[config.mk]
export PLATFORM = sky130hd
export DESIGN_NAME = reg_chain_word_packer
export DESIGN_NICKNAME = d
export VERILOG_FILES = /design/src/rtl/reg_chain_pkg.sv /design/src/rtl/handshaked_fifo2.sv /design/src/rtl/reg_chain_word_packer.sv
export SDC_FILE = /design/constraint.sdc
export NUM_CORES = 1
export LEC_CHECK = 0
export CAP_MARGIN = 5
export CORE_ASPECT_RATIO = 0.8
export CORE_MARGIN = 3
export CORE_UTILIZATION = 50
export DETAILED_ROUTE_END_ITERATION = 8
export DONT_BUFFER_PORTS = 1
export HOLD_SLACK_MARGIN = 0.1
export SYNTH_ARGS = -nofsm -noshare
export SYNTH_HDL_FRONTEND = slang
export SYNTH_HIERARCHICAL = 1
export SYNTH_SLANG_ARGS = --single-unit
[constraint.sdc]
create_clock -name clk -period 2.7 [get_ports clk]
set_input_delay 0.675 -clock clk [delete_from_list [all_inputs] [get_ports clk]]
set_output_delay 0.675 -clock clk [all_outputs]
set_load 0.1 [all_outputs]
[src/rtl/reg_chain_pkg.sv]
// ---------------------------------------------------------------------------
// reg_chain_pkg
//   Shared constants for the register-chain word packer slice.
//
//   DATA_WIDTH     : width of one upstream sample
//   WORDS          : samples packed into one output word
//   FIFO_DEPTH     : entries in the output FIFO
//   DROP_CNT_WIDTH : default width of the saturating drop counter
//   IDX_WIDTH      : width of the lane index counter
//   WORD_WIDTH     : width of one packed output word
// ---------------------------------------------------------------------------
package reg_chain_pkg;

  localparam int DATA_WIDTH     = 8;
  localparam int WORDS          = 4;
  localparam int FIFO_DEPTH     = 2;
  localparam int DROP_CNT_WIDTH = 16;

  localparam int IDX_WIDTH  = $clog2(WORDS);
  localparam int WORD_WIDTH = DATA_WIDTH * WORDS;

  typedef logic [WORD_WIDTH-1:0] word_t;

endpackage

[src/rtl/handshaked_fifo2.sv]
// ---------------------------------------------------------------------------
// handshaked_fifo2
//   Two-entry FIFO with registered head and valid. A push arriving while the
//   FIFO is full is still accepted when the head is popped in the same cycle.
//
//   clk       in   clock, rising edge
//   rst       in   synchronous reset, active-high
//   push      in   request to write push_data
//   push_data in   word to write
//   full      out  both entries occupied
//   pop       in   consumer ready; removes head when vld is high
//   head_data out  oldest entry (registered)
//   vld       out  FIFO holds at least one entry (registered)
// ---------------------------------------------------------------------------
module handshaked_fifo2 #(
  parameter int WIDTH = reg_chain_pkg::WORD_WIDTH
) (
  input  logic             clk,
  input  logic             rst,
  input  logic             push,
  input  logic [WIDTH-1:0] push_data,
  output logic             full,
  input  logic             pop,
  output logic [WIDTH-1:0] head_data,
  output logic             vld
);

  import reg_chain_pkg::*;

  logic [1:0]       count;
  logic [1:0]       count_next;
  logic [WIDTH-1:0] slot0;
  logic [WIDTH-1:0] slot1;
  logic [WIDTH-1:0] slot0_next;
  logic [WIDTH-1:0] slot1_next;
  logic             vld_q;
  logic             pop_fire;
  logic             push_fire;

  assign full      = (count == 2'(FIFO_DEPTH));
  assign pop_fire  = pop && vld_q;
  // A full FIFO can take a new word only because the head leaves this cycle.
  assign push_fire = push && (!full || pop_fire);

  assign head_data = slot0;
  assign vld       = vld_q;

  // Next-state for the two slots. slot0 is always the head; on a pop the
  // second entry shifts forward, so ordering is oldest-first by construction.
  always_comb begin
    count_next = count;
    slot0_next = slot0;
    slot1_next = slot1;
    unique case ({push_fire, pop_fire})
      2'b10: begin
        if (count == 2'd0) begin
          slot0_next = push_data;
        end else begin
          slot1_next = push_data;
        end
        count_next = count + 2'd1;
      end
      2'b01: begin
        slot0_next = slot1;
        count_next = count - 2'd1;
      end
      2'b11: begin
        // Count stays the same; the popped word is older than the pushed one.
        if (count == 2'd1) begin
          slot0_next = push_data;
        end else begin
          slot0_next = slot1;
          slot1_next = push_data;
        end
      end
      default: begin
      end
    endcase
  end

  // Storage plus a registered valid flag derived from the next count.
  always_ff @(posedge clk) begin
    if (rst) begin
      count <= 2'd0;
      slot0 <= '0;
      slot1 <= '0;
      vld_q <= 1'b0;
    end else begin
      count <= count_next;
      slot0 <= slot0_next;
      slot1 <= slot1_next;
      vld_q <= (count_next != 2'd0);
    end
  end

endmodule

[src/rtl/reg_chain_word_packer.sv]
// ---------------------------------------------------------------------------
// reg_chain_word_packer
//   Packs WORDS consecutive enabled samples (first sample in the LSBs) into
//   one wide word and offers it to a two-entry handshaked output FIFO. Words
//   that find the FIFO full with no same-cycle pop are dropped and counted
//   in a saturating counter.
//
//   clk       in   clock, rising edge
//   rst       in   synchronous reset, active-high; priority over all else
//   din       in   sample from the upstream register stage
//   din_en    in   capture din this cycle
//   dout_data out  packed word at the FIFO head
//   dout_vld  out  dout_data valid
//   dout_rd   in   consumer ready; transfer when dout_vld && dout_rd
//   drop_cnt  out  completed words dropped (saturating at all-ones)
//   busy      out  partial word in progress (registered idx != 0)
// ---------------------------------------------------------------------------
module reg_chain_word_packer #(
  parameter int DATA_WIDTH     = reg_chain_pkg::DATA_WIDTH,
  parameter int WORDS          = reg_chain_pkg::WORDS,
  parameter int DROP_CNT_WIDTH = reg_chain_pkg::DROP_CNT_WIDTH
) (
  input  logic                        clk,
  input  logic                        rst,
  input  logic [DATA_WIDTH-1:0]       din,
  input  logic                        din_en,
  output logic [DATA_WIDTH*WORDS-1:0] dout_data,
  output logic                        dout_vld,
  input  logic                        dout_rd,
  output logic [DROP_CNT_WIDTH-1:0]   drop_cnt,
  output logic                        busy
);

  import reg_chain_pkg::*;

  localparam int IDX_W  = (WORDS > 1) ? $clog2(WORDS) : 1;
  localparam int WORD_W = DATA_WIDTH * WORDS;
  localparam logic [IDX_W-1:0] LAST_IDX = IDX_W'(WORDS - 1);

  logic [IDX_W-1:0]          idx;
  logic [IDX_W-1:0]          idx_next;
  logic [WORD_W-1:0]         pack;
  logic [WORD_W-1:0]         word_done;
  logic [DROP_CNT_WIDTH-1:0] drop_q;
  logic                      busy_q;
  logic                      last_sample;
  logic                      fifo_full;
  logic                      pop_fire;
  logic                      drop;

  // The completing sample goes straight into the top lane of the offered
  // word, so the FIFO sees the whole word on the same edge it is completed.
  assign last_sample = din_en && (idx == LAST_IDX);
  assign word_done   = {din, pack[WORD_W-DATA_WIDTH-1:0]};
  assign pop_fire    = dout_vld && dout_rd;
  assign drop        = last_sample && fifo_full && !pop_fire;

  // Lane index advances per enabled sample and wraps after the last lane
  // whether or not the FIFO accepted the word.
  always_comb begin
    idx_next = idx;
    if (din_en) begin
      if (idx == LAST_IDX) begin
        idx_next = '0;
      end else begin
        idx_next = idx + 1'b1;
      end
    end
  end

  // Packer lanes, index, busy flag and saturating drop counter.
  always_ff @(posedge clk) begin
    if (rst) begin
      idx    <= '0;
      pack   <= '0;
      busy_q <= 1'b0;
      drop_q <= '0;
    end else begin
      if (din_en) begin
        pack[idx*DATA_WIDTH +: DATA_WIDTH] <= din;
      end
      idx    <= idx_next;
      busy_q <= (idx_next != '0);
      if (drop && (drop_q != '1)) begin
        drop_q <= drop_q + 1'b1;
      end
    end
  end

  handshaked_fifo2 #(
    .WIDTH(WORD_W)
  ) u_fifo (
    .clk      (clk),
    .rst      (rst),
    .push     (last_sample),
    .push_data(word_done),
    .full     (fifo_full),
    .pop      (dout_rd),
    .head_data(dout_data),
    .vld      (dout_vld)
  );

  assign drop_cnt = drop_q;
  assign busy     = busy_q;

endmodule

==> metrics.md, run 1 <==
| Metric | Value |
|---|---|
| Result of the run | finished clean |
| DRC viols | 0 |
| Post-Route Setup TNS | 0 ps |
| Vias/cell | 5.749 |
| Syn Inst Count | 540 |
| Total wire length | 11560 um |
| Post-synth top area share | 0.4606 |
| Clock network power share | 0.285 |
| Worst endpoint required time | 2980 ps |
| Setup WS pre-CTS | 559.8 ps |
| Vertical die dimension | 93.46 um |
| Worst R2R End | drop_cnt[15] |
| Final HPWL from detailed placement | 7087 um |
| Chip Width | 115.3 um |
| Number of warnings printed during yosys synthesis | 6 |
| Type of element launching the critical path | flop |
| Share of cells above drive strength 1 | 0.2028 |
| Leakage power | 1.837 nW |
| Internal | 0.002926 W |
| Final setup viols | 0 |
| Commonest cells in the synthesized netlist | dfxtp_1, nand2_1, nor2_1, a21oi_1, nand3_1 |
| Share of flip-flops with an asynchronous set or reset after synthesis | 0 |
| Sum of overflow across all layers after global routing | 0 |
| CTS tree | yes |
| FF-to-FF Start | u_fifo/count[0] |
| Wire length of the first global-routing pass | 18480 um |
| Clock root cell | clkbuf_16 |
| Synth top area cells | dfxtp_1, a311oi_2, nand2_1 |
| Worst-path clk slew | 70 ps |
| Area added between synthesis and finish | 14.11% |
| Cell area after synthesis | 0.004781 sq mm |
| Via count | 3978 |
| Number of buffers inserted by post-CTS setup repair | 0 |
| H-tree Lvls | 3 |
| Synthesized net count | 561 |
| Synth area leader | dfxtp_1 |
| Area of the core | 0.009193 sq mm |
| Max-cap violation count | 0 |
| Tightest Hold Check Type | primary input to flop |
| Top achievable clock speed | 0.4588 GHz |
| RSZ-0062 raised after global routing | false |
| Total count of max-transition violations in the final report | 0 |
| Share of the cycle needed by the critical path after routing | 0.8072 |
| Vias in the first global route | 3582 |
| Cts-stage hold buffer count | 0 |
| Maximum fanout along the worst path | 7 |
| Part of the Yosys area used for sequential elements | 0.4606 |
| Inserted Clock Buffers | 9 |
| Post-synthesis register bit count | 110 |
| Sw power | 0.001861 W |
| Worst relative slew slack | 0.4760 |
| Arrival time at the worst endpoint | 2460 ps |
| Number of core rows | 31 |
| I/O Buffers | 0 |
| Top-level port count | 62 |
| Share of total power in sequential cells | 0.379 |
| Number of library cell types mapped by synthesis | 48 |
| Worst r2r path cells | 7 |
| Hold Fails Final Rpt | 0 |
| Worst setup path category | flop to flop |
| Pre-antenna DRT Iters | 5 |
| Final GP Congestion | 0.7892 |
| Number of inserted diodes | 0 |
| Clk buf depth | 2 |
| Power share of the combinational group | 0.336 |
| Sink of the worst hold path | u_fifo/head_data[30] |
| Clock tree skew after final layout | 5.289 ps |
| EDFF count, synth | 0 |
| WHS | 403.6 ps |
| Start point of the worst min-delay path | rst |
| First DRT Iteration DRCs | 347 |
| Global Route Usage Sum | 0.2158 |
| Maximum number of pins on one net before global-route repair | 114 |
| Max IR drop VDD | 0.5201 mV |
| Mapped Avg Cell Area | 8.853 sq um |
| Number of antenna violations at the first check in global routing | 0 |
| R2R Setup Slk | 520 ps |
| Number of nets at the end of the flow | 594 |
| Ys flop type | dfxtp_1 |
| Number of nets with antenna violations after routing | 0 |
| Floorplan die area | 0.01078 sq mm |
| Routed len/inst | 16.70 um |
| Post-route worst setup slack | 520.5 ps |
| Worst hold path cell count | 1 |
| Number of gates resized after cts | 0 |
| Proportion of total power due to net switching | 0.3888 |
| Sinks on the clock net | 110 |
| Total power density per cell area | 877.6 mW/mm^2 |
| Initial core utilization | 0.5201 |
| Post-route core utilization | 0.5934 |
| Capturing element type of the critical path | flop |
| Worst-skew pair later-pin latency | 340 ps |
| Min Clock Period, post-route | 2180 ps |
| Slew @ Worst Pin | 783.9 ps |
-- how the worst max path moves through the flow --
| stage | from | endpoint | slack, ps |
|---|---|---|---|
| floorplan | drop_cnt[0] | drop_cnt[9] | 5 |
| global placement | u_fifo/count[0] | drop_cnt[14] | 640 |
| detailed placement | u_fifo/count[0] | drop_cnt[11] | 560 |
| CTS | u_fifo/count[0] | drop_cnt[15] | 540 |
| global route | u_fifo/count[0] | drop_cnt[15] | 350 |
| finish | u_fifo/count[0] | drop_cnt[15] | 520 |
-- final cells by class --
cell class                      instances  area [sq um]
Multi-Input combinational cell        388          2331
Sequential cell                       110          2202
Timing Repair Buffer                   59         455.4
Clock buffer                           10         229.0
Inverter                                5         18.77
Fill cell                             807          3737
Tap cell                              115         143.9
Clock inverter                          5         75.07
-- registers in the layout (all words and copies together) (netlist names) --
name and cells:
u_fifo/slot1 32, u_fifo/count 2, drop_cnt 16, idx 2, u_fifo/head_data 32, u_fifo/vld 1
pack 24, busy 1
-- through the flow --
step	instances	cell area, sq um	power, W
2_1_floorplan	540	4781	0.003252
3_3_place_gp	677	5151	0.003442
3_5_place_dp	677	5151	0.003465
4_1_cts	692	5455	0.004841
5_1_grt	692	5455	0.004990
6_report	692	5455	0.004788
-- metal layers --
| layer | wire length, um | up-vias | part of all wire | global-route usage |
|---|---|---|---|---|
| met1 | 5489 | 1902 | 0.47 | 0.3021 |
| met2 | 5309 | 104 | 0.46 | 0.3338 |
| met5 | 0 | - | 0 | 0 |
| met4 | 110 | 0 | 0.0095 | 0.05572 |
| li1 | - | 1960 | - | - |
| met3 | 650 | 12 | 0.056 | 0.05175 |
-- power groups by stage --
| stage | combinational, W | sequential [W] | clock [W] |
|---|---|---|---|
| after detailed placement | 0.00161 | 0.00185 | 0 |
| after floorplan | 0.000578 | 0.00267 | 0 |
| after CTS | 0.00161 | 0.00182 | 0.00141 |
| after global placement | 0.00159 | 0.00185 | 0 |
| after global routing | 0.00169 | 0.00183 | 0.00147 |
| final | 0.00161 | 0.00182 | 0.00136 |
-- layout by cell type, fill, tap and decap left out, types with 2 or more instances in the layout --
master     instances
or2_2              2
or4_1              2
a21oi_1           38
nand3_1           36
or4_2              2
clkinv_2           3
a22oi_1           24
mux2i_1            3
xnor2_1           10
nand2b_1           3
nand4_1            8
dfxtp_1          110
buf_4             58
clkbuf_16          9
nor4_1             5
o21ai_0            5
bufinv_16          2
inv_1              5
nor2b_1            2
nor2_2             2
nand2_1          110
ha_1               9
nor2_1            71
nor3_1             5
a311oi_2          31
-- critical path: stages, from the launching register on --
cell and delay (ps):
dfxtp_1 310, inv_1 110, ha_1 270, a21bo_2 290, nor4_1 290, nand2b_1 200, or4_1 500, a21oi_1 150
-- kinds of logic (layout without fill, tap and decap cells) --
logic type,after synthesis,count (layout),share of synthesized area
DFF,110,110,0.4606
xor gates and xnor gates,11,11,0.02015
adders and majority gates,9,9,0.02355
muxes,3,3,0.006281
buffers and inverters,42,79,0.05260
AOI/OAI and AO/OA,108,108,0.1989
and+or+nand+nor,257,257,0.2379
Power figures use the tool's default switching activity.
==> inputs of run 2 (changes only) <==
==> constraint.sdc (replaced) <==
create_clock -name clk -period 2.1 [get_ports clk]
set_input_delay 0.525 -clock clk [delete_from_list [all_inputs] [get_ports clk]]
set_output_delay 0.525 -clock clk [all_outputs]
set_load 0.1 [all_outputs]
==> run 2 against run 1 <==
Register-to-register slack got worse by 400 ps. Die area unchanged. First-iteration DRC count increased by 8.1%. Critical endpoint unchanged.
==> metrics.md, run 2 (synthesis results as in run 1) <==
| Metric | Value |
|---|---|
| Highest-count cells in the layout ignoring fill and taps | nand2_1, dfxtp_1, nor2_1, buf_4, a21oi_1 |
| Capturing element type of the critical path | flop |
| Area added between synthesis and finish | 16.80% |
| Max IR drop VDD | 0.6584 mV |
| Type of element launching the critical path | flop |
| Setup WS pre-CTS | 43.12 ps |
| Arrival time at the worst endpoint | 2250 ps |
| Total count of max-transition violations in the final report | 0 |
| Clock tree skew after final layout | 6.028 ps |
| Final GP Congestion | 0.7812 |
| Internal | 0.003788 W |
| Min Clock Period, post-route | 1983 ps |
| Final setup viols | 0 |
| Worst setup path category | flop to flop |
| Fill cell total of the finished layout | 790 |
| Start point of the worst min-delay path | rst |
| Worst Setup SP | u_fifo/count[1] |
| Top achievable clock speed | 0.5044 GHz |
| Clock network power share | 0.286 |
| Number of antenna violations at the first check in global routing | 0 |
| Maximum number of pins on one net before global-route repair | 114 |
| Maximum fanout along the worst path | 7 |
| Power share of the combinational group | 0.341 |
| Via count | 3938 |
| DRC viols | 0 |
| Worst endpoint required time | 2370 ps |
| Slew @ Worst Pin | 419.4 ps |
| Met1 routing resource usage after global routing | 0.3129 |
| Total wire length | 11560 um |
| Max stage delay on crit path | 500 ps |
| Sinks on the clock net | 110 |
| Final std cells w/o fill | 700 |
| Worst-skew pair later-pin latency | 350 ps |
| Cell total after placement | 683 |
| Most common cell after layout, fill and taps aside | nand2_1 |
| CTS tree | yes |
| Pre-antenna DRT Iters | 5 |
| Leakage power | 1.898 nW |
| H-tree Lvls | 3 |
| RSZ-0062 raised after global routing | false |
| Post-route worst setup slack | 117.5 ps |
| Number of inserted diodes | 0 |
| FF-to-FF Start | u_fifo/count[1] |
| Routed len/inst | 16.51 um |
| First DRT Iteration DRCs | 375 |
| Sum of overflow across all layers after global routing | 0 |
| Number of nets at the end of the flow | 601 |
| Floorplan die area | 0.01078 sq mm |
| Inserted Clock Buffers | 9 |
| Area of the core | 0.009193 sq mm |
| Top-level port count | 62 |
| Result of the run | finished clean |
| Hold Fails Final Rpt | 0 |
| Total power density per cell area | 1117 mW/mm^2 |
| Vias in the first global route | 3490 |
| Busiest layer in global routing | met2 |
| Final HPWL from detailed placement | 7299 um |
| Vertical die dimension | 93.46 um |
| Tightest Hold Check Type | primary input to flop |
| Proportion of total power due to net switching | 0.3924 |
| Cell type of the slowest stage on the worst timing path | or4_1 |
| Share of the cycle needed by the critical path after routing | 0.9441 |
| Share of cells above drive strength 1 | 0.2479 |
| Chip Width | 115.3 um |
| Global Route Usage Sum | 0.2180 |
| Initial core utilization | 0.5201 |
| Critical path cell sequence | ha_1 > a21bo_2 > nor4_2 > nand2b_1 > or4_1 > a21oi_1 |
| Worst relative slew slack | 0.7182 |
| Sw power | 0.002447 W |
| Number of nets with antenna violations after routing | 0 |
| Clk buf depth | 2 |
| Worst-path clk slew | 70 ps |
| Cts-stage hold buffer count | 0 |
| Share of total power in sequential cells | 0.373 |
| Met2 Use GR | 0.3251 |
| Wire length of the first global-routing pass | 18520 um |
| Clock root cell | clkbuf_16 |
| Routing usage on met3 | 0.06274 |
| WHS | 242.2 ps |
| Post-route core utilization | 0.6075 |
| Vias/cell | 5.626 |
| Number of core rows | 31 |
| Post-Route Setup TNS | 0 ps |
| Max-cap violation count | 0 |
| I/O Buffers | 0 |
run 2: cell type report:
class | count | area [sq um] | area share
sequential | 110 | 2228 | 0.3991
timing repair buffer | 66 | 536.8 | 0.09612
inverter | 5 | 18.77 | 0.003361
clock inverter | 4 | 52.55 | 0.009411
clock buffer | 12 | 266.5 | 0.04773
tap | 115 | 143.9 | 0.02577
multi-input combinational | 388 | 2337 | 0.4186
run 2: metrics by stage:
step / total power (W) / instance area, sq um
after floorplan: 0.004181 / 4807
after global placement: 0.004474 / 5248
after detailed placement: 0.004500 / 5248
after CTS: 0.006284 / 5567
after global routing: 0.006482 / 5584
final: 0.006235 / 5584
run 2: timing repair:
action                                  in CTS  in global routing
setup buffers                                0                  1
resized for setup                            0                  3
endpoints found under the setup margin       0                  5
run 2: power by group through the flow:
stage | clock network [W] | logic (W) | registers, W
2_1_floorplan | 0 | 0.000743 | 0.00344
3_3_place_gp | 0 | 0.00211 | 0.00237
3_5_place_dp | 0 | 0.00213 | 0.00237
4_1_cts | 0.00183 | 0.00213 | 0.00232
5_1_grt | 0.00191 | 0.00223 | 0.00234
6_report | 0.00178 | 0.00213 | 0.00233
run 2: layer usage:
| metal | part of all wire | up-vias |
|---|---|---|
| met4 | 0.0093 | 0 |
| met2 | 0.45 | 89 |
| li1 | - | 1980 |
| met3 | 0.058 | 11 |
| met1 | 0.49 | 1858 |
| met5 | 0 | - |
run 2: worst paths after layout:
check                         end  slack, ps  cells past startpoint
hold / removal        drop_cnt[8]        240                      1
hold reg to reg   u_fifo/slot1[9]        460                      2
setup reg to reg     drop_cnt[15]        120                      6
setup / recovery     drop_cnt[15]        120                      6
run 2: critical path, delay by kind of cell, from the launching register on:
kind / cells / cell delay [ps]
adder cells (fa/ha/maj): 1 / 180
flip-flops: 1 / 380
AND/OR/NAND/NOR: 3 / 950
AO/OA/AOI/OAI: 2 / 410
==> inputs of run 3 (changes only) <==
--- a/config.mk
+++ b/config.mk
@@ -7,7 +7,7 @@
 export LEC_CHECK = 0
 export CAP_MARGIN = 5
 export CORE_ASPECT_RATIO = 0.8
-export CORE_MARGIN = 3
+export CORE_MARGIN = 8
 export CORE_UTILIZATION = 50
 export DETAILED_ROUTE_END_ITERATION = 8
 export DONT_BUFFER_PORTS = 1
==> constraint.sdc (replaced) <==
create_clock -name clk -period 2 [get_ports clk]
set_input_delay 0.5 -clock clk [delete_from_list [all_inputs] [get_ports clk]]
set_output_delay 0.5 -clock clk [all_outputs]
set_load 0.1 [all_outputs]
==> run 3 against run 2 <==
Register-to-register slack got worse by 70 ps. Highest routed layer unchanged. Largest power group unchanged. Non-clock buffer count rose by 4. Final area rose by 1.6%. Critical path depth fell by 1. Combinational power rose by 6%.
==> metrics.md, run 3 (synthesis results as in run 1) <==
| Metric | Value |
|---|---|
| Result of the run | finished clean |
| Leakage power | 1.925 nW |
| DRC viols | 0 |
| R2R Setup Slk | 50 ps |
| Initial core utilization | 0.5038 |
| Via count | 3933 |
| Final GP Congestion | 0.7994 |
| Critical path cell sequence | ha_4 > a21bo_4 > or4_4 > or4_4 > a21oi_2 |
| Type of element launching the critical path | flop |
| Inserted Clock Buffers | 9 |
| H-tree Lvls | 3 |
| Min Clock Period, post-route | 1950 ps |
| Start point of the worst min-delay path | rst |
| Number of buffers inserted by post-CTS setup repair | 0 |
| Number of antenna violations at the first check in global routing | 0 |
| Worst-skew pair later-pin latency | 350 ps |
| Proportion of total power due to net switching | 0.3977 |
| Final HPWL from detailed placement | 7523 um |
| Global Route Usage Sum | 0.1860 |
| Sink of the worst hold path | drop_cnt[7] |
| Area added between synthesis and finish | 18.69% |
| First DRT Iteration DRCs | 314 |
| FF-to-FF Start | u_fifo/count[1] |
| Worst path buffer plus inverter count | 0 |
| Pre-antenna DRT Iters | 4 |
| Sum of overflow across all layers after global routing | 0 |
| Capturing element type of the critical path | flop |
| Max-cap violation count | 0 |
| Top achievable clock speed | 0.5129 GHz |
| Final std cells w/o fill | 708 |
| I/O Buffers | 0 |
| Worst hold path cell count | 1 |
| Number of gates resized after cts | 0 |
| Clock network power share | 0.280 |
| Highest-count cells in the layout ignoring fill and taps | nand2_1, dfxtp_1, nor2_1, buf_4, a21oi_1 |
| Slew @ Worst Pin | 414.8 ps |
| Vias/cell | 5.555 |
| Number of inserted diodes | 0 |
| Cell type of the slowest stage on the worst timing path | or4_4 |
| Chip Width | 125.3 um |
| Area of the core | 0.009489 sq mm |
| Maximum fanout along the worst path | 6 |
| Cts-stage hold buffer count | 0 |
| Vertical die dimension | 103.5 um |
| Wire length of the first global-routing pass | 19260 um |
| Tightest Hold Check Type | primary input to flop |
| Worst R2R End | drop_cnt[14] |
| Final setup viols | 0 |
| Hold Fails Final Rpt | 0 |
| Clock root cell | clkbuf_16 |
| RSZ-0062 raised after global routing | false |
| Sinks on the clock net | 110 |
| Share of cells above drive strength 1 | 0.2632 |
| WHS | 219.0 ps |
| Floorplan die area | 0.01297 sq mm |
| Number of nets with antenna violations after routing | 0 |
| Worst r2r path cells | 5 |
| Maximum number of pins on one net before global-route repair | 114 |
| Cell total after placement | 692 |
| Share of the cycle needed by the critical path after routing | 0.9749 |
| Share of total power in sequential cells | 0.374 |
| Power share of the combinational group | 0.346 |
| Power after layout | 0.006532 W |
| Worst-path clk slew | 70 ps |
| Crit path top cell by count | or4_4 |
| Clock tree skew after final layout | 4.804 ps |
| Max stage delay on crit path | 570 ps |
| Vias in the first global route | 3737 |
| Worst endpoint required time | 2280 ps |
| Clk buf depth | 2 |
| Total wire length | 11620 um |
| Total power density per cell area | 1151 mW/mm^2 |
| Arrival time at the worst endpoint | 2230 ps |
| Worst relative slew slack | 0.7209 |
| Worst setup path category | flop to flop |
| Routed len/inst | 16.42 um |
| Sw power | 0.002598 W |
| CTS tree | yes |
| Top-level port count | 62 |
| Post-route core utilization | 0.5980 |
| Total count of max-transition violations in the final report | 0 |
| Max IR drop VDD | 0.6302 mV |
| Number of nets at the end of the flow | 605 |
| Number of core rows | 32 |
| Top cell family by delay on the critical path | simple AND/OR/NAND/NOR gates |
| Internal | 0.003934 W |
| Most common cell after layout, fill and taps aside | nand2_1 |
==> run 3: stage by stage <==
step	setup TNS (ps)	cell area (sq um)	worst slack, ps
final	0	5674	50.26
after detailed placement	0	5331	17.05
after floorplan	-70.20	4836	-70.20
after global routing	0	5674	3.596
after global placement	0	5331	78.91
after CTS	0	5639	5.559
==> run 3: cell type report <==
cell class,count,area (sq um)
Timing Repair Buffer,70,575.6
Inverter,5,18.77
Multi-Input combinational cell,388,2385
Tap cell,119,148.9
Fill cell,813,3815
Clock buffer,10,239.0
Sequential cell,110,2238
Clock inverter,6,68.82
==> run 3: worst max path at each step <==
| stage | start | depth (start not counted) | slack [ps] | endpoint |
|---|---|---|---|---|
| global route | u_fifo/count[1] | 5 | 4 | drop_cnt[14] |
| finish | u_fifo/count[1] | 5 | 50 | drop_cnt[14] |
| CTS | u_fifo/count[1] | 5 | 6 | drop_cnt[14] |
| global placement | u_fifo/count[0] | 6 | 80 | drop_cnt[14] |
| floorplan | drop_cnt[0] | 5 | -70 | drop_cnt[14] |
| detailed placement | u_fifo/count[1] | 5 | 20 | drop_cnt[14] |
==> run 3: worst register-to-register path: cells and delay by family (launching register included) <==
family / cells / cell delay (ps)
AND/OR/NAND/NOR: 2 / 1000
adder cells (fa/ha/maj): 1 / 140
flip-flops: 1 / 380
AO/OA/AOI/OAI: 2 / 360
==> run 3: power groups by stage <==
stage               Sequential, W  Combinational (W)  Clock, W
global route              0.00246            0.00238   0.00196
CTS                       0.00244            0.00226   0.00188
finish                    0.00244            0.00226   0.00183
detailed placement        0.00249            0.00226         0
floorplan                 0.00361           0.000780         0
global placement          0.00248            0.00224         0
==> run 3: layer usage <==
metal,GRT usage,part of all wire,up-vias,routed length [um]
met2,0.2970,0.45,89,5192
met3,0.05379,0.070,15,812
met1,0.2351,0.46,1848,5390
li1,-,-,1981,-
met5,0,0,-,0
met4,0.07463,0.020,0,228
